--- config.mk ---
export PLATFORM = sky130hd
export DESIGN_NAME = bus_mux_seq
export DESIGN_NICKNAME = d
export VERILOG_FILES = /design/src/rtl/bus_mux_pkg.sv /design/src/rtl/bus_mux_core.sv /design/src/rtl/bus_mux_seq.sv
export SDC_FILE = /design/constraint.sdc
export NUM_CORES = 1
export LEC_CHECK = 0
export ABC_CLOCK_PERIOD_IN_PS = 2100
export CAP_MARGIN = 0
export CORE_ASPECT_RATIO = 1.25
export CORE_MARGIN = 8
export CORE_UTILIZATION = 37
export CTS_CLUSTER_DIAMETER = 120
export CTS_CLUSTER_SIZE = 16
export DETAILED_ROUTE_END_ITERATION = 10
export GPL_TIMING_DRIVEN = 0
export MAX_ROUTING_LAYER = met4
export PLACE_DENSITY = 0.79
export SLEW_MARGIN = 20
export SYNTH_ARGS = -nofsm -noshare
export SYNTH_HDL_FRONTEND = slang
export SYNTH_SLANG_ARGS = --single-unit
export TNS_END_PERCENT = 50
--- constraint.sdc ---
create_clock -name Clk -period 2.1 [get_ports Clk]
set_input_delay 0.42 -clock Clk [delete_from_list [all_inputs] [get_ports Clk]]
set_output_delay 0.42 -clock Clk [all_outputs]
set_load 0.01 [all_outputs]
--- src/rtl/bus_mux_pkg.sv ---
// Shared types and defaults for the bus_mux_seq slice.
// Latency: n/a (declarations only).
// Backpressure: n/a.
package bus_mux_pkg;

    localparam int DEF_WIDTH   = 8;
    localparam int DEF_NUM_SRC = 16;
    localparam int DEF_SEL_W   = 4;

    // Sequencer states: IDLE serves direct requests, SCAN walks a range,
    // DONE drains the final scan beat before signalling completion.
    typedef enum logic [1:0] {
        ST_IDLE = 2'd0,
        ST_SCAN = 2'd1,
        ST_DONE = 2'd2
    } state_e;

    // True when a source index does not name an existing source.
    function automatic logic idx_oob(input int idx, input int num_src);
        return (idx >= num_src);
    endfunction

endpackage

--- src/rtl/bus_mux_core.sv ---
// Combinational NUM_SRC:1 source selector over a flattened source bus.
// Latency: 0 cycles (pure combinational).
// Backpressure: none; out-of-range indices return all zeros.
module bus_mux_core
    import bus_mux_pkg::*;
#(
    parameter int WIDTH   = DEF_WIDTH,
    parameter int NUM_SRC = DEF_NUM_SRC,
    parameter int SEL_W   = DEF_SEL_W
) (
    input  logic [NUM_SRC*WIDTH-1:0] src_bus,
    input  logic [SEL_W-1:0]         sel,
    output logic [WIDTH-1:0]         sel_dat
);

    // Pick the addressed source; no match (index too large) leaves zero.
    always_comb begin
        sel_dat = '0;
        for (int i = 0; i < NUM_SRC; i++) begin
            if (int'(sel) == i) begin
                sel_dat = src_bus[i*WIDTH +: WIDTH];
            end
        end
    end

endmodule

--- src/rtl/bus_mux_seq.sv ---
// Registered bus mux with direct-select and range-scan modes.
// Latency: 1 cycle from request/scan step to bus_valid.
// Backpressure: output register holds while bus_valid && !out_ready; requests then dropped, scans stall.
module bus_mux_seq
    import bus_mux_pkg::*;
#(
    parameter int WIDTH   = DEF_WIDTH,
    parameter int NUM_SRC = DEF_NUM_SRC,
    parameter int SEL_W   = DEF_SEL_W
) (
    input  logic                     Clk,
    input  logic                     Rstn,
    input  logic [NUM_SRC*WIDTH-1:0] src_bus,
    input  logic [SEL_W-1:0]         mux_sel,
    input  logic                     sel_valid,
    input  logic                     mode,
    input  logic                     scan_start,
    input  logic [SEL_W-1:0]         scan_first,
    input  logic [SEL_W-1:0]         scan_last,
    input  logic                     out_ready,
    output logic [WIDTH-1:0]         Bus_select,
    output logic                     bus_valid,
    output logic [SEL_W-1:0]         bus_src,
    output logic                     scan_busy,
    output logic                     scan_done,
    output logic                     sel_err
);

    state_e            state_q, state_d;
    logic [SEL_W-1:0]  ptr_q, ptr_d;
    logic [SEL_W-1:0]  last_q, last_d;
    logic [WIDTH-1:0]  dat_q, dat_d;
    logic              vld_q, vld_d;
    logic [SEL_W-1:0]  src_q, src_d;
    logic              busy_q, busy_d;
    logic              done_q, done_d;
    logic              err_q, err_d;

    logic              reg_free;
    logic [SEL_W-1:0]  core_sel;
    logic [WIDTH-1:0]  sel_dat;
    logic [SEL_W-1:0]  ptr_next;

    // The output register may take a new beat when empty or being drained.
    assign reg_free = !vld_q || out_ready;

    // Direct requests address the selector only in IDLE; otherwise the scan pointer does.
    assign core_sel = (state_q == ST_IDLE) ? mux_sel : ptr_q;

    // Scan pointer walks upward and wraps past the highest source.
    assign ptr_next = (int'(ptr_q) == NUM_SRC - 1) ? '0 : ptr_q + SEL_W'(1);

    bus_mux_core #(
        .WIDTH   (WIDTH),
        .NUM_SRC (NUM_SRC),
        .SEL_W   (SEL_W)
    ) u_core (
        .src_bus (src_bus),
        .sel     (core_sel),
        .sel_dat (sel_dat)
    );

    // Next-state and next-output decisions for the sequencer.
    always_comb begin
        state_d = state_q;
        ptr_d   = ptr_q;
        last_d  = last_q;
        dat_d   = dat_q;
        vld_d   = vld_q;
        src_d   = src_q;
        err_d   = 1'b0;
        done_d  = 1'b0;
        case (state_q)
            ST_IDLE: begin
                if (reg_free) begin
                    vld_d = 1'b0;
                end
                if (mode && scan_start) begin
                    // Bounds are latched only here; a bad bound aborts the launch.
                    if (idx_oob(int'(scan_first), NUM_SRC) ||
                        idx_oob(int'(scan_last), NUM_SRC)) begin
                        err_d = 1'b1;
                    end else begin
                        ptr_d   = scan_first;
                        last_d  = scan_last;
                        state_d = ST_SCAN;
                    end
                end else if (!mode && sel_valid && reg_free) begin
                    dat_d = sel_dat;
                    src_d = mux_sel;
                    vld_d = 1'b1;
                    err_d = idx_oob(int'(mux_sel), NUM_SRC);
                end
            end
            ST_SCAN: begin
                if (reg_free) begin
                    dat_d = sel_dat;
                    src_d = ptr_q;
                    vld_d = 1'b1;
                    if (ptr_q == last_q) begin
                        state_d = ST_DONE;
                    end else begin
                        ptr_d = ptr_next;
                    end
                end
            end
            ST_DONE: begin
                // Completion is flagged only once the final beat has left.
                if (reg_free) begin
                    vld_d   = 1'b0;
                    done_d  = 1'b1;
                    state_d = ST_IDLE;
                end
            end
            default: begin
                state_d = ST_IDLE;
            end
        endcase
        busy_d = (state_d == ST_SCAN);
    end

    // Sequencer state and registered outputs.
    always_ff @(posedge Clk or negedge Rstn) begin
        if (!Rstn) begin
            state_q <= ST_IDLE;
            ptr_q   <= '0;
            last_q  <= '0;
            dat_q   <= '0;
            vld_q   <= 1'b0;
            src_q   <= '0;
            busy_q  <= 1'b0;
            done_q  <= 1'b0;
            err_q   <= 1'b0;
        end else begin
            state_q <= state_d;
            ptr_q   <= ptr_d;
            last_q  <= last_d;
            dat_q   <= dat_d;
            vld_q   <= vld_d;
            src_q   <= src_d;
            busy_q  <= busy_d;
            done_q  <= done_d;
            err_q   <= err_d;
        end
    end

    assign Bus_select = dat_q;
    assign bus_valid  = vld_q;
    assign bus_src    = src_q;
    assign scan_busy  = busy_q;
    assign scan_done  = done_q;
    assign sel_err    = err_q;

endmodule

==> results of run 1 <==
cell families after synthesis:
group | share of synthesized area (%)
AOI/OAI and AO/OA | 38.4
buffers and inverters | 7.31
adders and majority gates | 2.01
other | 0.120
DFF | 20.1
muxes | 12.2
xor gates and xnor gates | 1.12
and+or+nand+nor | 18.7
what timing repair did:
| item | CTS | global route |
|---|---|---|
| setup buffers | 11 | 6 |
| gates cloned | 1 | 1 |
| endpoints found under the setup margin | 17 | 19 |
| pin swaps | 17 | 23 |
| resized for setup | 64 | 46 |
flip-flops by register name (all words and copies together) (netlist names), named ones only:
register    cells
bus_src         4
scan_done       1
last_q          4
scan_busy       1
Bus_select      8
ptr_q           4
state_q         2
layout make-up:
class	instances	area share, %
clock inverters	1	0.138
inverters	4	0.276
multi-input cells	342	47.9
well taps	97	2.23
plain buffers	33	5.05
repair buffers	176	32.1
flip-flops and latches	25	11.5
clock buffers	3	0.758
worst max-delay path: stages, from the launching register on:
cell	delay, ns
dfrtp_1	0.40
inv_2	0.08
ha_4	0.20
buf_8	0.16
mux2_4	0.36
buf_12	0.16
o21ai_4	0.07
o22ai_1	0.12
o211ai_1	0.30
a211oi_2	0.14
o22a_1	0.19
stage by stage:
step           cells  hold WS [ns]
5_1_grt          681         0.175
3_5_place_dp     664         0.466
2_1_floorplan    409         0.124
3_3_place_gp     664         0.472
4_1_cts          675         0.165
6_report         681         0.149
layout by cell type, fill, tap and decap left out, types with 5 or more instances in the layout:
cell type,instances
mux2i_1,19
dfrtp_1,25
o21a_1,5
a22oi_1,11
nand4_1,7
a21oi_1,20
a2bb2oi_1,7
buf_6,9
nor3_1,7
nand2_1,41
mux2_2,5
o22a_1,7
o21ai_0,47
clkdlybuf4s50_1,155
buf_4,19
nand3_1,8
o22ai_1,9
o211ai_1,16
nor2b_1,6
o31ai_1,6
buf_2,6
a211oi_2,5
nor2_1,19
nand2b_1,8
metal layers:
layer | vias to the layer above | wire (um) | GRT usage (%) | part of all wire [%]
met1 | 1997 | 6350 | 30.2 | 39
met5 | - | 0 | - | 0
li1 | 1936 | - | - | -
met2 | 313 | 7800 | 45.9 | 48
met4 | 0 | 765 | 10.3 | 4.7
met3 | 66 | 1490 | 5.11 | 9.1
final timing paths:
check	start	to	slack, ns	cells past startpoint
min	Rstn	last_q[2]	0.15	1
min reg2reg	bus_src[1]	bus_src[1]	0.49	2
min in group Clk	bus_src[1]	bus_src[1]	0.49	2
max	state_q[1]	Bus_select[7]	-0.21	10
max reg2reg	state_q[1]	Bus_select[7]	-0.21	10
max in group asynchronous	Rstn	Bus_select[3]	1.53	1
power breakdown:
group | total, W | switching [W] | leakage, nW | internal (W)
combinational | 0.00550 | 0.00293 | 1.72 | 0.00257
clock | 0.000319 | 0.000183 | 0.0217 | 0.000135
sequential | 0.000848 | 0.000140 | 0.304 | 0.000709
==> out/metrics.csv, run 1 <==
stage;metric;value;unit
placement;Post-DP HPWL;12.5;mm
timing;Setup Viol. Count Final;8;
synth;Synthesized Nets;560;
critical_path;Crit Path Max Fanout;8;
grt;pin count of the biggest net entering global routing;26;
die;Core ar.;8190;um2
grt;GRT overflow;0;
die;full die area;11600;um2
routing;DRT Pass-1 Iters;7;
routing;routed vias;4312;
timing;Least-Margin Pin Slew;0.648;ns
finish;area occupied by registers;626;um2
synth;ys flop type;dfrtp_1;
critical_path;CP Launch Type;flop;
synth;Avg Inst Size Synth;7.62;um2
critical_path;Critical Path RT;2.28;ns
clock_tree;clock root buffer;clkbuf_8;
hold_path;worst hold path type;primary input to asynchronous set/reset pin;
run_status;failing checks;negative setup slack;
timing;min Tclk post-route;2.31;ns
finish;Post-Route Utilization;66.5;%
synth;Commonest cells post-synth;o21ai_0, nand2_1, dfrtp_1, mux2i_1, a21oi_1;
clock_tree;CTS Buf Count;3;
finish;fraction of layout cells with a size suffix above 1;19.7;%
clock_tree;CTS tree;yes;
power;Peak VDD IR;0.674;mV
timing;post-route setup TNS;-1.21;ns
routing;Post-DRT Antenna Nets;0;
timing;RSZ-0062 raised after global routing;true;
timing;f_max;434;MHz
power;Cell Pwr Density;1220;nW/um2
synth;Synth Cell Area;3120;um2
clock_tree;clk buf depth;2;
timing;pins over their slew limit;0;
finish;layout net count;736;
grt;global-route wire length before repair;24.1;mm
power;Leak;2.04;nW
synth;Warnings, synthesis;0;
die;I/O Pins;162;
routing;via/cell ratio;6.33;
die;Die Y;119;um
synth;Yosys reg bits;25;
clock_tree;htree depth;1;
synth;count leader, synth;o21ai_0;
synth;synth unique cells;59;
die;DIE WIDTH;98.1;um
placement;placed cell area;4830;um2
synth;register area share after synthesis;20.1;%
timing;Final period util;110;%
timing;Clock Skews;0.00340;ns
routing;routed len/inst;24.1;um
finish;Diodes inserted;0;
routing;post-route DRC violation count;0;
placement;GPL Wtd Cong;0.928;
die;row count;37;
run_status;outcome;complete, but fails checks;
flow_run;max_cap viols;0;
placement;Setup WS pre-CTS;-0.736;ns
grt;Tot GR Track Use;26.8;%
finish;Finished Cell Area;5450;um2
power;Pwr Total;0.00666;W
synth;Yosys top cell by area;dfrtp_1;
grt;initial antenna violation count;0;
timing;final hold vios;0;
timing;worst relative slew slack;56.8;%
routing;drt total wl;16.4;mm
finish;Area Growth Syn to Fin;74.9;%
synth;Post-synth EDFFs;0;
synth;Async S/R FF share, synth;100;%
clock_tree;clk slew on worst S/H paths;0.10;ns
critical_path;Crit. End Element;flop;
clock_tree;clk_lat worst skew;0.28;ns
critical_path;Arr. time, crit path;2.49;ns
placement;Port Buf Inserts;158;
routing;initial drt markers;375;
synth;leading post-synthesis cells by cell area;dfrtp_1, o21ai_0, mux2i_1, nand2_1, o211ai_1;
finish;filler instances;694;
die;Initial Util;38.0;%
synth;Synth top area share;20.1;%
timing;setup ws final;-0.207;ns
synth;Syn Inst Count;409;
finish;multi-input combinational cell area;2610;um2
grt;vias in the first global route;4263;
clock_tree;# clock sinks;25;
clock_tree;cts hold-fix bufs;0;
critical_path;worst setup path category;flop to flop;
Power figures use the tool's default switching activity.
==> run 2, diff against run 1 <==
GPL_ROUTABILITY_DRIVEN = 0   (was default)
==> run 2 against run 1 <==
Fmax decreased by 0.93%. Register-to-register slack got worse by 0.02 ns. Die area unchanged. Largest cell class unchanged. The flow still finishes with violations (negative setup slack).
==> out/metrics.csv, run 2 (same netlist as run 1, synthesis figures left out) <==
stage;metric;value;unit;change
power;Cell Pwr Density;1240;nW/um2;was 1220 nW/um2
hold_path;worst hold path type;primary input to asynchronous set/reset pin;;unchanged
timing;worst relative slew slack;57.8;%;was 56.8%
placement;Setup WS pre-CTS;-0.752;ns;was -0.736 ns
critical_path;Crit Path Max Fanout;10;;was 8
finish;fraction of layout cells with a size suffix above 1;19.5;%;was 19.7%
grt;initial antenna violation count;0;;unchanged
finish;max reg flops;8;;unchanged
timing;pins over their slew limit;0;;unchanged
critical_path;Crit. End Element;flop;;unchanged
clock_tree;cts hold-fix bufs;0;;unchanged
timing;RSZ-0062 raised after global routing;true;;unchanged
grt;global-route wire length before repair;23.4;mm;was 24.1 mm
timing;Final period util;111;%;was 110%
placement;Port Buf Inserts;158;;unchanged
critical_path;CP Launch Type;flop;;unchanged
timing;Clock Skews;0.00336;ns;was 0.00340 ns
finish;Diodes inserted;0;;unchanged
finish;Area Growth Syn to Fin;77.0;%;was 74.9%
routing;routed vias;4468;;was 4312
finish;filler instances;637;;was 694
die;row count;37;;unchanged
routing;DRT Pass-1 Iters;8;;was 7
critical_path;Critical Path RT;2.31;ns;was 2.28 ns
power;Leak;2.10;nW;was 2.04 nW
run_status;failing checks;negative setup slack;;unchanged
grt;vias in the first global route;4409;;was 4263
clock_tree;clk buf depth;2;;unchanged
placement;placed cell area;4830;um2;unchanged
die;Die Y;119;um;unchanged
finish;commonest non-fill, non-tap cells in the layout;clkdlybuf4s50_1, o21ai_0, nand2_1;;unchanged
grt;GRT overflow;0;;unchanged
clock_tree;CTS tree;yes;;unchanged
critical_path;Arr. time, crit path;2.54;ns;was 2.49 ns
routing;drt total wl;16.4;mm;about the same
routing;routed len/inst;23.9;um;was 24.1 um
timing;Setup Viol. Count Final;8;;unchanged
timing;f_max;430;MHz;was 434 MHz
flow_run;max_cap viols;0;;unchanged
power;Peak VDD IR;0.589;mV;was 0.674 mV
finish;post-route insts no fill;688;;was 681
die;DIE WIDTH;98.1;um;unchanged
grt;pin count of the biggest net entering global routing;26;;unchanged
clock_tree;clk_lat worst skew;0.28;ns;about the same
die;full die area;11600;um2;unchanged
die;Initial Util;38.0;%;unchanged
finish;commonest non-fill, non-tap cell in the layout;clkdlybuf4s50_1;;unchanged
finish;layout net count;743;;was 736
finish;Finished Cell Area;5520;um2;was 5450 um2
clock_tree;clk slew on worst S/H paths;0.10;ns;about the same
clock_tree;# clock sinks;25;;unchanged
clock_tree;clock root buffer;clkbuf_8;;unchanged
routing;initial drt markers;502;;was 375
run_status;outcome;complete, but fails checks;;unchanged
grt;Tot GR Track Use;25.8;%;was 26.8%
placement;Post-DP HPWL;12.0;mm;was 12.5 mm
die;I/O Pins;162;;unchanged
critical_path;worst setup path category;flop to flop;;unchanged
timing;post-route setup TNS;-1.51;ns;was -1.21 ns
routing;via/cell ratio;6.49;;was 6.33
timing;setup ws final;-0.228;ns;was -0.207 ns
clock_tree;htree depth;1;;unchanged
placement;cell count after placement;664;;unchanged
timing;Least-Margin Pin Slew;0.633;ns;was 0.648 ns
timing;Fin Hold WS;0.144;ns;was 0.149 ns
routing;post-route DRC violation count;0;;unchanged
die;Core ar.;8190;um2;unchanged
timing;final hold vios;0;;unchanged
timing;min Tclk post-route;2.33;ns;was 2.31 ns
routing;Post-DRT Antenna Nets;0;;unchanged
clock_tree;CTS Buf Count;3;;unchanged
[run 2: cell count changes in the layout (fill, tap and decap cells not counted), sizes merged]
cell | previous run | this run
bufbuf | 0 | 1
buf | 40 | 49
clkbuf | 15 | 12
[run 2: path summary, 6_finish.rpt]
check | to | slack [ns] | startpoint | cells after the start
worst max register to register | Bus_select[1] | -0.23 | state_q[1] | 11
max in group asynchronous | bus_src[3] | 1.55 | Rstn | 1
worst min register to register | bus_src[1] | 0.50 | bus_src[1] | 2
min in group Clk | bus_src[1] | 0.50 | bus_src[1] | 2
worst min-delay path | last_q[2] | 0.14 | Rstn | 1
worst max-delay path | Bus_select[1] | -0.23 | state_q[1] | 11
[run 2: what timing repair did]
| item | CTS | global route |
|---|---|---|
| gates cloned | 2 | 0 |
| buffers inserted | 12 | 11 |
| pin swaps | 21 | 12 |
| endpoints found under the setup margin | 13 | 16 |
| resized for setup | 75 | 29 |
[run 2: per-stage QoR]
step	power (W)	util (%)
finish	0.00682	67.3
global placement	0.00499	59.0
detailed placement	0.00510	58.9
floorplan	0.00365	-
CTS	0.00625	64.8
global route	0.00718	67.3
[run 2: layout make-up]
cell class	instances	area [um2]	area share, %
Clock buffer	3	41.3	0.749
Buffer	33	272	4.92
Multi-Input combinational cell	342	2590	46.9
Inverter	4	15.0	0.272
Tap cell	97	121	2.20
Sequential cell	25	626	11.3
Clock inverter	1	7.51	0.136
Timing Repair Buffer	183	1850	33.5
[run 2: routing by layer]
layer  wire (um)  GRT usage [%]  vias up
met5           0              -        -
li1            -              -     1946
met1        5840           28.6     2017
met2        7710           43.9      409
met4        1040           13.3        0
met3        1850           4.05       96
[run 2: worst max-delay path, stage by stage, from the launching register on]
cell and delay, ns:
dfrtp_1 0.39, inv_2 0.07, ha_4 0.20, buf_8 0.15
buf_12 0.14, nand3b_1 0.16, o21a_1 0.19, buf_4 0.19
nor2_1 0.09, o21ai_0 0.25, o2111ai_2 0.22, a21oi_2 0.20
[run 2: power by group]
group	switching (W)	internal, W	total [W]	leakage (nW)
Clock	0.000184	0.000135	0.000320	0.0217
Combinational	0.00297	0.00268	0.00565	1.78
Sequential	0.000145	0.000709	0.000854	0.304
==> run 3, diff against run 2 <==
CELL_PAD_IN_SITES_DETAIL_PLACEMENT = 1   (was default)
CELL_PAD_IN_SITES_GLOBAL_PLACEMENT = 2   (was default)
CORE_UTILIZATION = 19   (was 37)
PLACE_DENSITY = default   (was 0.79)
PLACE_DENSITY_LB_ADDON = 0.1   (was default)
SLEW_MARGIN = 30   (was 20)
==> run 3 against run 2 <==
The run still ends with negative setup slack left. Worst setup slack got worse by 0.0044 ns. Non-clock buffer count fell by 8. First-iteration DRC count fell by 65%. Cell area rose by 0.98%. Critical endpoint is now Bus_select[4]. Highest routed layer unchanged.
==> out/metrics.csv, run 3 (same netlist as run 1, synthesis figures left out) <==
stage;metric;value;unit;change
grt;GRT overflow;0;;unchanged
placement;Port Buf Inserts;158;;unchanged
die;I/O Pins;162;;unchanged
timing;f_max;429;MHz;was 430 MHz
timing;final hold vios;0;;unchanged
finish;layout net count;735;;was 743
routing;routed vias;4034;;was 4468
finish;commonest non-fill, non-tap cell in the layout;clkdlybuf4s50_1;;unchanged
power;Int Pwr;0.00348;W;was 0.00352 W
critical_path;reg2reg start;state_q[1];;unchanged
grt;vias in the first global route;4398;;was 4409
flow_run;max_cap viols;0;;unchanged
run_status;failing checks;negative setup slack;;unchanged
critical_path;RR Endpoint;Bus_select[4];;was Bus_select[1]
critical_path;Worst path top cell family by delay;compound AO/OA/AOI/OAI gates;;unchanged
routing;initial drt markers;176;;was 502
timing;pins over their slew limit;0;;unchanged
power;Cell Pwr Density;1220;nW/um2;was 1240 nW/um2
finish;multi-input combinational cell area;2550;um2;was 2590 um2
critical_path;Critical Path RT;2.26;ns;was 2.31 ns
finish;area occupied by registers;626;um2;unchanged
timing;worst relative slew slack;55.4;%;was 57.8%
critical_path;setup slack, reg-to-reg;-0.23;ns;about the same
die;Die Y;159;um;was 119 um
grt;global-route wire length before repair;27.4;mm;was 23.4 mm
finish;filler instances;1962;;was 637
power;clock share of power;7.1;%;was 4.7%
finish;max reg flops;8;;unchanged
clock_tree;clk slew on worst S/H paths;0.08;ns;was 0.10 ns
clock_tree;# clock sinks;25;;unchanged
timing;Clock Skews;0.00776;ns;was 0.00336 ns
routing;via/cell ratio;5.05;;was 6.49
power;Peak VDD IR;0.445;mV;was 0.589 mV
critical_path;CP Launch Point;state_q[1];;unchanged
critical_path;CP Launch Type;flop;;unchanged
critical_path;reg2reg path depth;10;;was 11
placement;Post-DP HPWL;15.3;mm;was 12.0 mm
clock_tree;cts hold-fix bufs;0;;unchanged
clock_tree;clk_lat worst skew;0.28;ns;about the same
clock_tree;CTS tree;yes;;unchanged
timing;Setup Viol. Count Final;8;;unchanged
routing;DRT Pass-1 Iters;4;;was 8
finish;fraction of layout cells with a size suffix above 1;18.2;%;was 19.5%
power;Psw;0.00329;W;was 0.00330 W
critical_path;Arr. time, crit path;2.50;ns;was 2.54 ns
grt;initial antenna violation count;0;;unchanged
routing;Post-DRT Antenna Nets;0;;unchanged
power;Leak;2.04;nW;was 2.10 nW
finish;Diodes inserted;0;;unchanged
die;Core ar.;16100;um2;was 8190 um2
routing;routed len/inst;23.4;um;was 23.9 um
run_status;outcome;complete, but fails checks;;unchanged
clock_tree;clk buf depth;2;;unchanged
timing;post-route setup TNS;-1.37;ns;was -1.51 ns
critical_path;worst setup path category;flop to flop;;unchanged
critical_path;Crit. End Element;flop;;unchanged
critical_path;CP cell instances;inv_2 > ha_4 > buf_8 > mux2_4 > buf_12 > o21ai_4 > o22ai_2 > o211ai_1 > a211oi_2 > o22a_1;;was inv_2 > ha_4 > buf_8 > buf_12 > nand3b_1 > o21a_1 > buf_4 > nor2_1 > o21ai_0 > o2111ai_2 > a21oi_2
grt;pin count of the biggest net entering global routing;26;;unchanged
power;sequential share of power;12.6;%;was 12.5%
timing;Final period util;111;%;about the same
critical_path;critical path buffer and inverter count;3;;was 4
die;row count;52;;was 37
routing;post-route DRC violation count;0;;unchanged
grt;Tot GR Track Use;17.8;%;was 25.8%
die;DIE WIDTH;131;um;was 98.1 um
timing;setup ws final;-0.233;ns;was -0.228 ns
critical_path;Critical Path Max Stage Delay;0.40;ns;was 0.39 ns
finish;Area Growth Syn to Fin;78.8;%;was 77.0%
die;Initial Util;19.3;%;was 38.0%
critical_path;Crit Path Max Fanout;9;;was 10
routing;drt total wl;18.7;mm;was 16.4 mm
finish;commonest non-fill, non-tap cells in the layout;clkdlybuf4s50_1, o21ai_0, nand2_1;;unchanged
clock_tree;clock root buffer;clkbuf_16;;was clkbuf_8
die;full die area;20800;um2;was 11600 um2
power;Pwr Total;0.00677;W;was 0.00682 W
hold_path;worst hold path type;primary input to asynchronous set/reset pin;;unchanged
clock_tree;CTS Buf Count;3;;unchanged
timing;min Tclk post-route;2.33;ns;about the same
power;switching part of the total;48.6;%;was 48.3%
critical_path;Crit-path slowest cell;o211ai_1;;was dfrtp_1
power;combinational share of power;80.4;%;was 82.8%
timing;RSZ-0062 raised after global routing;true;;unchanged
clock_tree;htree depth;1;;unchanged
timing;Least-Margin Pin Slew;0.668;ns;was 0.633 ns
==> run 3: worst reg2reg max path, stage by stage (launching register included) <==
cell and delay [ns]:
dfrtp_1 0.39, inv_2 0.09, ha_4 0.20, buf_8 0.15
mux2_4 0.33, buf_12 0.16, o21ai_4 0.08, o22ai_2 0.10
o211ai_1 0.40, a211oi_2 0.14, o22a_1 0.17
==> run 3: power by group through the flow <==
stage	clock (W)	sequential [W]	combinational, W
5_1_grt	0.000501	0.000879	0.00588
2_1_floorplan	0	0.000894	0.00276
3_3_place_gp	0	0.000864	0.00451
6_report	0.000479	0.000850	0.00544
4_1_cts	0.000497	0.000854	0.00517
3_5_place_dp	0	0.000872	0.00456
==> run 3: how the worst max path moves through the flow <==
stage	slack, ns	cells past startpoint	to
3_3_place_gp	-0.96	9	Bus_select[1]
5_1_grt	-0.30	10	Bus_select[4]
4_1_cts	-0.20	10	Bus_select[7]
2_1_floorplan	0.009	9	Bus_select[6]
3_5_place_dp	-0.97	9	Bus_select[1]
6_report	-0.23	10	Bus_select[4]
==> run 3: cell type report <==
cell class,instances,area share (%)
Timing Repair Buffer,175,31.5
Clock inverter,1,0.135
Clock buffer,3,1.35
Inverter,4,0.270
Multi-Input combinational cell,342,45.9
Buffer,33,4.81
Sequential cell,25,11.2
Tap cell,216,4.85
==> run 3: through the flow <==
step / hold slack, ns / worst slack (ns) / std cells / util, % / instance area [um2]
floorplan: 0.124 / 0.00887 / 409 / - / 3130
global placement: 0.482 / -0.962 / 783 / 30.9 / 4980
detailed placement: 0.475 / -0.973 / 783 / 30.9 / 4980
CTS: 0.218 / -0.199 / 791 / 33.3 / 5380
global route: 0.226 / -0.298 / 799 / 34.5 / 5570
finish: 0.168 / -0.233 / 799 / 34.5 / 5570
==> run 3: repair_timing <==
item,4_1_cts,5_1_grt
resized for setup,72,24
pin swaps,14,16
endpoints found under the setup margin,21,20
setup buffers,9,6
gates cloned,0,2
hold endpoints to repair,0,0
==> run 3: metal layers <==
metal  vias up  wire [um]  track usage (%)
li1       1927          -                -
met1      1985       7690             20.2
met2       116       9870             32.5
met3         6        965             2.71
met4         0        150             2.77
met5         -          0                -
